<file path="config.mk">
export PLATFORM = sky130hd
export DESIGN_NAME = gen_stream_collector
export DESIGN_NICKNAME = d
export VERILOG_FILES = /design/src/rtl/gen_stream_pkg.sv /design/src/rtl/gen_stream_fifo.sv /design/src/rtl/gen_stream_collector.sv
export SDC_FILE = /design/constraint.sdc
export NUM_CORES = 1
export LEC_CHECK = 0
export BUFFER_PORTS_ARGS = -buffer_cell sky130_fd_sc_hd__buf_2
export CAP_MARGIN = 5
export CORE_ASPECT_RATIO = 1.25
export CORE_UTILIZATION = 55
export CTS_CLUSTER_DIAMETER = 100
export DETAILED_ROUTE_END_ITERATION = 8
export PLACE_DENSITY = 0.84
export SLEW_MARGIN = 20
export SYNTH_ARGS = -nofsm -noshare
export SYNTH_HDL_FRONTEND = slang
export SYNTH_SLANG_ARGS = --single-unit
</file>
<file path="constraint.sdc">
create_clock -name _clock -period 6.9 [get_ports _clock]
set_clock_uncertainty 0.2 [all_clocks]
set_input_delay 0.345 -clock _clock [delete_from_list [all_inputs] [get_ports _clock]]
set_output_delay 0.345 -clock _clock [all_outputs]
set_load 0.05 [all_outputs]
</file>
<file path="src/rtl/gen_stream_pkg.sv">
// gen_stream_pkg: shared constants and FSM state type for the stream collector.
package gen_stream_pkg;
  localparam int DATA_W = 32;
  localparam int DEPTH_DEF = 8;
  localparam int CNT_W_DEF = 8;
  typedef enum logic [1:0] {IDLE, LAUNCH, COLLECT, DRAIN} state_t;
endpackage

</file>
<file path="src/rtl/gen_stream_fifo.sv">
// gen_stream_fifo: show-ahead FIFO with synchronous flush; head reads 0 when empty.
module gen_stream_fifo import gen_stream_pkg::*; #(
  parameter int DEPTH = DEPTH_DEF,
  parameter int W = DATA_W
) (
  input  logic         _clock,
  input  logic         _reset,
  input  logic         push,
  input  logic         pop,
  input  logic         flush,
  input  logic [W-1:0] din,
  output logic         full,
  output logic         empty,
  output logic [W-1:0] head
);
  localparam int AW = $clog2(DEPTH);
  logic [W-1:0] mem [DEPTH];
  logic [AW:0] wr, rd;
  logic do_push, do_pop;
  // Extra pointer bit separates full from empty when the indices match.
  assign empty = wr == rd;
  assign full = (wr[AW] != rd[AW]) && (wr[AW-1:0] == rd[AW-1:0]);
  assign do_push = push && !full && !flush;
  assign do_pop = pop && !empty && !flush;
  assign head = empty ? '0 : mem[rd[AW-1:0]];
  always_ff @(posedge _clock or posedge _reset) begin
    if (_reset) begin
      wr <= '0;
      rd <= '0;
    end else if (flush) begin
      wr <= '0;
      rd <= '0;
    end else begin
      if (do_push) wr <= wr + 1'b1;
      if (do_pop) rd <= rd + 1'b1;
    end
  end
  always_ff @(posedge _clock) begin
    if (do_push) mem[wr[AW-1:0]] <= din;
  end
endmodule

</file>
<file path="src/rtl/gen_stream_collector.sv">
// gen_stream_collector: launches a value generator, buffers its stream in a FIFO
// and tracks the item count and running sum of each run.
module gen_stream_collector import gen_stream_pkg::*; #(
  parameter int DEPTH = DEPTH_DEF,
  parameter int CNT_W = CNT_W_DEF
) (
  input  logic                     _clock,
  input  logic                     _reset,
  input  logic                     _start,
  input  logic signed [DATA_W-1:0] base,
  input  logic signed [DATA_W-1:0] limit,
  input  logic signed [DATA_W-1:0] step,
  output logic                     _gen_start,
  output logic signed [DATA_W-1:0] _gen_base,
  output logic signed [DATA_W-1:0] _gen_limit,
  output logic signed [DATA_W-1:0] _gen_step,
  output logic                     _gen_ready,
  input  logic                     _gen_valid,
  input  logic                     _gen_done,
  input  logic signed [DATA_W-1:0] _gen_0,
  input  logic                     _pop,
  output logic                     _out_valid,
  output logic signed [DATA_W-1:0] _out_data,
  output logic [CNT_W-1:0]         _count,
  output logic signed [DATA_W-1:0] _sum,
  output logic                     _busy,
  output logic                     _done
);
  state_t state;
  logic full, empty, xfer;
  logic [DATA_W-1:0] head;
  assign _gen_ready = (state == COLLECT) && !full;
  assign xfer = _gen_valid && _gen_ready;
  assign _gen_start = state == LAUNCH;
  assign _busy = state != IDLE;
  assign _done = (state == DRAIN) && empty;
  assign _out_valid = !empty;
  assign _out_data = head;
  gen_stream_fifo #(.DEPTH(DEPTH), .W(DATA_W)) fifo (
    ._clock(_clock),
    ._reset(_reset),
    .push(xfer),
    .pop(_pop),
    .flush(_start),
    .din(_gen_0),
    .full(full),
    .empty(empty),
    .head(head)
  );
  // A new start restarts from any state, discarding the current run.
  always_ff @(posedge _clock or posedge _reset) begin
    if (_reset) begin
      state <= IDLE;
      _gen_base <= '0;
      _gen_limit <= '0;
      _gen_step <= '0;
      _count <= '0;
      _sum <= '0;
    end else if (_start) begin
      state <= LAUNCH;
      _gen_base <= base;
      _gen_limit <= limit;
      _gen_step <= step;
      _count <= '0;
      _sum <= '0;
    end else begin
      if (xfer) begin
        _count <= &_count ? _count : _count + 1'b1;
        _sum <= _sum + _gen_0;
      end
      state <= state == LAUNCH ? COLLECT :
               (state == COLLECT && _gen_done) ? DRAIN :
               (state == DRAIN && empty) ? IDLE : state;
    end
  end
endmodule

</file>
==> impl_metrics.tcl, run 1 <==
set metrics [dict create \
    netlist_instances 1072 \
    netSwitchingPower_w 0.001531 \
    synth_simple_gate_area_frac 0.05922 \
    cts_tree "done" \
    final_nets 1675 \
    maxSlewViolCount 0 \
    reg2reg_from "fifo.rd[0]$_DFFE_PP0P_" \
    diodes 0 \
    num_rows 71 \
    clkSinkCount 402 \
    ios 307 \
    wl_per_cell_um 23.55 \
    path_max_fanout 33 \
    ys_top_cells_by_count "edfxtp_1 (256), dfrtp_1 (146), mux2_2 (96)" \
    post_cts_buffers 0 \
    dieArea_um2 31790 \
    grt_pass1_vias 12300 \
    setup_tns_ns 0 \
    synth_top_family_by_area "multiplexers" \
    holdPathStages 4 \
    root_buffer "clkbuf_16" \
    hold_viol 0 \
    synth_adder_area_share 0.02606 \
    status "complete, no violations" \
    final_layout_size_suffix_gt1_frac 0.3665 \
    path_clk_slew_ns 0.06 \
    holdPathEnd "fifo.rd[2]$_DFFE_PP0P_" \
    p_seq_frac 0.479 \
    firstDrtPassIters 5 \
    tightest_slew_ns 0.9535 \
    min_path_type "primary input to flip-flop" \
    routabilityCongestion 0.8852 \
    ys_ff_latch 402 \
    numCtsBuffers 38 \
    hold_start "_pop" \
    reg2reg_slack_ns 2.94 \
    synthesis.nets 1241 \
    synth_xor_xnor_area_share 0.01845 \
    crit_arrival_ns 3.95 \
    r2r_cells 7 \
    post-route-drc-count 0 \
    post-route-period-util 0.5744 \
    power_frac_comb 0.153 \
    swShare 0.2727 \
    hpwlAfterDp_mm 27.94 \
    muxShareOfSynthArea 0.1681 \
    path_class "flip-flop to flip-flop" \
    die_h_um 199.1 \
    synthArstFlopShare 0.3632 \
    synth_compound_area_frac 0.04758 \
    antenna_found_initial 1 \
    vias_per_cell 5.807 \
    synth_ff_type "edfxtp_1" \
    final.min_clock_period_ns 3.964 \
    max_cap_viol_count 0 \
    synth_top_area_cell "edfxtp_1" \
    grt_overflow 0 \
    synth.avg_cell_area_um2 15.94 \
    yosysMostFrequentCell "edfxtp_1" \
    grt_max_degree 91 \
    power.leakage_nw 8.574 \
    synth_edf_count 256 \
    r2r_end "fifo.mem[2][10]$_DFFE_PP_" \
    yosys-top-cells-area "edfxtp_1 (45%), dfrtp_1 (21%), mux4_2 (8.4%), mux2_2 (6.3%), ha_1 (2.5%)" \
    ys_warn_count 0 \
    fmax_mhz 252.3 \
    p_per_area_nw_per_um2 260.0 \
    synth_area_um2 17090 \
    grt_pass1_wl_mm 69.62 \
    seq_area_um2 11350 \
    postRouteAntennaNets 0 \
    ys_seq_area_frac 0.6635 \
    p_total_w 0.005616 \
    clock_latency_ns 0.54 \
    worstPathRequired_ns 6.89 \
    core_area_um2 30290 \
    vias 11250 \
    h-tree-depth 2 \
    fin_util 0.7130 \
    peakVddDrop_mv 0.2206 \
    startpoint_type "flip-flop" \
    pwr-share-clk 0.368 \
    multi_input_comb_area_um2 5503 \
    syn2layout_area_growth_pct 26.37 \
    max-clock-path-buffers 3 \
    cts-resized-gates 0 \
    drtIter0Drc 772 \
    timing.hold.ws_ns 0.07154 \
    p_int_w 0.004085 \
    synth_top_area_frac 0.4497 \
    fin_cells 1937 \
    track_usage 0.2941 \
    slew_headroom 0.3644 \
    endpoint_kind "flip-flop" \
    dp.cells 1737 \
    fill_cells 1880 \
    initial_core_util 0.5642 \
    routed_wl_mm 45.62 \
    die_w_um 159.7 \
    holdBufCountCts 130 \
    io_buffers 306 \
    synth.distinct_cells 63 \
    rsz0062_at_grt "false" \
    setup_violations 0 \
]
[logic make-up after synthesis]
logic type / count (synthesis)
mux: 195
flops: 402
buf+inv: 73
simple gates: 209
xor+xnor: 36
fa+ha+maj: 35
compound gates: 122
[cell usage in the layout, fill, tap and decap left out, drive strengths merged, types with 34 or more instances in the layout]
cell type	instances
mux4	64
mux2i	35
a21oi	46
buf	322
mux2	96
nor2	69
dlygate4sd3	130
ha	34
nand2	60
clkbuf	60
dfrtp	146
edfxtp	256
[worst max-delay path by stage]
stage                      startpoint                   endpoint  slack (ns)  cells after the start
6_report       fifo.rd[0]$_DFFE_PP0P_  fifo.mem[2][10]$_DFFE_PP_        2.94                      7
5_1_grt        fifo.rd[0]$_DFFE_PP0P_   fifo.mem[2][4]$_DFFE_PP_        2.66                      7
4_1_cts        fifo.rd[0]$_DFFE_PP0P_  fifo.mem[2][10]$_DFFE_PP_        2.90                      7
3_5_place_dp   fifo.rd[0]$_DFFE_PP0P_   fifo.mem[2][5]$_DFFE_PP_        2.91                      7
3_3_place_gp   fifo.rd[0]$_DFFE_PP0P_   fifo.mem[2][3]$_DFFE_PP_        3.08                      7
2_1_floorplan  fifo.rd[2]$_DFFE_PP0P_   fifo.mem[4][0]$_DFFE_PP_        0.51                      8
[power groups by stage]
stage	sequential, W	clock [W]	combinational (W)
final	0.00269	0.00207	0.000859
after global routing	0.00270	0.00218	0.000904
after CTS	0.00269	0.00209	0.000851
after detailed placement	0.00273	0	0.000789
after global placement	0.00273	0	0.000777
after floorplan	0.00295	0	0.000344
[critical path, cell delays in order, from the launching register on]
cell	delay [ns]
dfrtp_4	0.81
xnor2_1	0.19
a41oi_1	0.30
and2_1	0.17
buf_4	0.35
nand2b_1	0.32
nor4b_2	0.74
buf_4	0.49
[through the flow]
stage | instance area, um2 | setup WS [ns]
2_1_floorplan | 17090 | 0.5148
5_1_grt | 21600 | 2.656
3_3_place_gp | 19070 | 3.084
3_5_place_dp | 19070 | 2.906
6_report | 21600 | 2.936
4_1_cts | 21600 | 2.895
[per-layer routing]
metal / track usage / share of wire
met3: 0.07700 / 0.086
met2: 0.5117 / 0.51
met4: 0.1492 / 0.049
met1: 0.3370 / 0.36
met5: 0 / 0.00028
[layout make-up]
type                            instances  area share
Clock buffer                           60     0.05208
Clock inverter                         10    0.004750
Inverter                               15    0.002838
Multi-Input combinational cell        597      0.2548
Sequential cell                       402      0.5253
Tap cell                              401     0.02323
Timing Repair Buffer                  452      0.1370
[registers in the layout (all words and copies together), names as in the netlist]
signal / flops
fifo.wr: 4
_gen_limit: 32
_sum: 32
fifo.mem: 256
_gen_base: 32
state: 2
_count: 8
fifo.rd: 4
_gen_step: 32
No activity file was read; power rests on OpenSTA's default activity.
==> run 2: changes to the inputs <==
--- a/config.mk
+++ b/config.mk
@@ -5,13 +5,14 @@
 export SDC_FILE = /design/constraint.sdc
 export NUM_CORES = 1
 export LEC_CHECK = 0
+export ABC_AREA = 1
 export BUFFER_PORTS_ARGS = -buffer_cell sky130_fd_sc_hd__buf_2
 export CAP_MARGIN = 5
 export CORE_ASPECT_RATIO = 1.25
-export CORE_UTILIZATION = 55
+export CORE_UTILIZATION = 51
 export CTS_CLUSTER_DIAMETER = 100
 export DETAILED_ROUTE_END_ITERATION = 8
-export PLACE_DENSITY = 0.84
+export PLACE_DENSITY = 0.81
 export SLEW_MARGIN = 20
 export SYNTH_ARGS = -nofsm -noshare
 export SYNTH_HDL_FRONTEND = slang
==> constraint.sdc (replaced) <==
create_clock -name _clock -period 3.6 [get_ports _clock]
set_clock_uncertainty 0.2 [all_clocks]
set_input_delay 0.18 -clock _clock [delete_from_list [all_inputs] [get_ports _clock]]
set_output_delay 0.18 -clock _clock [all_outputs]
set_load 0.05 [all_outputs]
==> run 2 against run 1 <==
  * Sequential share of layout area shrank 3.0 points
  * Register-to-register slack lost 2.1 ns
  * Area after synthesis grew 7.0%
  * Flip-flop and latch count is the same
  * Combinational power grew 110%
  * Largest cell class unchanged
  * Largest power group unchanged
==> impl_metrics.tcl, run 2 <==
set metrics [dict create \
    path_max_fanout 45 \
    synth_simple_gate_area_frac 0.2214 \
    clkSinkCount 402 \
    final_nets 2491 \
    synth.avg_cell_area_um2 9.603 \
    slowest_delay_ns 0.56 \
    ios 307 \
    antenna_found_initial 2 \
    vias 15310 \
    final_layout_size_suffix_gt1_frac 0.1786 \
    synth.distinct_cells 35 \
    path_class "flip-flop to output pin" \
    initial_core_util 0.5171 \
    path_clk_slew_ns 0.07 \
    dieArea_um2 36620 \
    final_design_area_no_fill_um2 22880 \
    setup_violations 0 \
    max_cap_viol_count 0 \
    die_w_um 171.4 \
    fmax_mhz 311.0 \
    yosys-top-cells-area "edfxtp_1 (42%), dfrtp_1 (20%), nand2_1 (12%), nor2_1 (6.5%), o32ai_1 (3.1%)" \
    die_h_um 213.7 \
    drtIter0Drc 1451 \
    slowest_stage "dfrtp_4" \
    io_buffers 306 \
    vias_per_cell 5.416 \
    fill_cells 2623 \
    power.leakage_nw 10.58 \
    synth_area_um2 18290 \
    synth_ff_type "edfxtp_1" \
    ys_top_cells_by_count "nand2_1 (601), nor2_1 (315), edfxtp_1 (256)" \
    crit_top_cell "nor2_1" \
    startpoint_type "flip-flop" \
    crit_arrival_ns 2.83 \
    core_area_um2 35360 \
    synth_top_family_by_area "simple AND/OR/NAND/NOR gates" \
    max-clock-path-buffers 3 \
    hpwlAfterDp_mm 31.61 \
    ys_warn_count 0 \
    ys_ff_latch 402 \
    post-route-drc-count 0 \
    peakVddDrop_mv 0.3562 \
    clock_latency_ns 0.55 \
    min_path_type "primary input to flip-flop" \
    grt_max_degree 145 \
    endpoint_kind "output pin" \
    routabilityCongestion 0.8895 \
    post-route-period-util 0.8930 \
    root_buffer "clkbuf_16" \
    synth_compound_area_frac 0.07089 \
    synthesis.nets 2073 \
    syn2layout_area_growth_pct 25.15 \
    synthArstFlopShare 0.3632 \
    muxShareOfSynthArea 0 \
    setup_tns_ns 0 \
    track_usage 0.2818 \
    largest_reg_flops 256 \
    netlist_instances 1904 \
    tightest_slew_ns 1.069 \
    p_per_area_nw_per_um2 489.1 \
    crit_path_cell_trace "clkinv_2, buf_4, nor2_1, o32ai_1, o21ai_1, nor2_1, buf_2" \
    synth_xor_xnor_area_share 0.01102 \
    final.min_clock_period_ns 3.215 \
    grt_pass1_wl_mm 78.71 \
    maxSlewViolCount 0 \
    h-tree-depth 2 \
    grt_pass1_vias 15120 \
    postRouteAntennaNets 0 \
    layout_common_cells "nand2_1 (601), nor2_1 (310), buf_2 (305)" \
    hold_viol 0 \
    slew_headroom 0.2876 \
    multi_input_comb_area_um2 6023 \
    ys_seq_area_frac 0.6202 \
    wl_per_cell_um 18.26 \
    synth_top_area_cell "edfxtp_1" \
    firstDrtPassIters 5 \
    synth_edf_count 256 \
    status "complete, no violations" \
    numCtsBuffers 39 \
    worstPathRequired_ns 3.22 \
    seq_area_um2 11350 \
    num_rows 77 \
    routed_wl_mm 51.61 \
    cts_tree "done" \
    post_cts_buffers 0 \
    grt_overflow 0 \
    yosysMostFrequentCell "nand2_1" \
    synth_adder_area_share 0.02436 \
    placed_cell_area_um2 20220 \
    rsz0062_at_grt "false" \
    final_common_cell "nand2_1" \
    synth_top_area_frac 0.4204 \
]
==> run 2: logic make-up after synthesis <==
logic type | Yosys count
and+or+nand+nor | 1019
DFF | 402
buffers and inverters | 220
AOI/OAI and AO/OA | 205
adders and majority gates | 35
xor gates and xnor gates | 23
==> run 2: cell type report <==
class | instances | share of cell area
Clock inverter | 24 | 0.01181
Multi-Input combinational cell | 1282 | 0.2632
Inverter | 137 | 0.02269
Timing Repair Buffer | 460 | 0.1344
Clock buffer | 46 | 0.04604
Tap cell | 474 | 0.02592
Sequential cell | 402 | 0.4958
Antenna cell | 1 | 0.0001094
==> run 2: through the flow <==
stage | hold slack, ns | power [W] | std cells | util | setup WS (ns)
6_report | 0.1532 | 0.01119 | 2826 | 0.6472 | 0.3850
5_1_grt | 0.1805 | 0.01153 | 2826 | 0.6472 | 0.1972
4_1_cts | 0.1394 | 0.01122 | 2825 | 0.6471 | 0.4098
3_5_place_dp | -0.1305 | 0.006898 | 2621 | 0.5717 | 0.8921
3_3_place_gp | -0.1332 | 0.006862 | 2621 | 0.5717 | 0.9533
2_1_floorplan | 0.07887 | 0.006410 | 1904 | - | 0.1952
==> run 2: path summary, 6_finish.rpt <==
| kind | endpoint | cells past startpoint | startpoint | slack (ns) |
|---|---|---|---|---|
| min | _gen_step[22]$_DFFE_PP0P_ | 4 | step[22] | 0.15 |
| min reg2reg | _gen_base[4]$_DFFE_PP0P_ | 2 | _gen_base[4]$_DFFE_PP0P_ | 0.27 |
| max reg2reg | fifo.mem[5][14]$_DFFE_PP_ | 8 | fifo.rd[2]$_DFFE_PP0P_ | 0.83 |
| max in group asynchronous | fifo.rd[0]$_DFFE_PP0P_ | 5 | _reset | 1.69 |
| min in group asynchronous | _gen_limit[14]$_DFFE_PP0P_ | 4 | _reset | 0.50 |
| max | _out_data[21] | 7 | fifo.rd[0]$_DFFE_PP0P_ | 0.39 |
==> run 2: what timing repair did <==
item                                   in CTS  in global routing
endpoints found under the hold margin     517                  0
gates resized for setup                     0                  0
hold buffers                              134                  0
==> run 2: per-layer routing <==
layer  share of wire  vias to the layer above  GRT usage
li1                -                     7117          -
met2            0.51                      738     0.4936
met3           0.072                      169    0.05131
met1            0.37                     7279     0.3275
met4           0.051                        2     0.1527
met5         0.00043                        -          0
==> run 2: critical path: cells and delay by family, from the launching register on <==
family / cells / cell delay, ns
AO/OA/AOI/OAI: 2 / 0.38
buffers and inverters: 3 / 1.06
flip-flops: 1 / 0.56
AND/OR/NAND/NOR: 2 / 0.26
==> run 2: report_power, final <==
group / internal [W] / switching, W
logic: 0.000502 / 0.00133
clock network: 0.00247 / 0.00176
registers: 0.00504 / 0.0000897
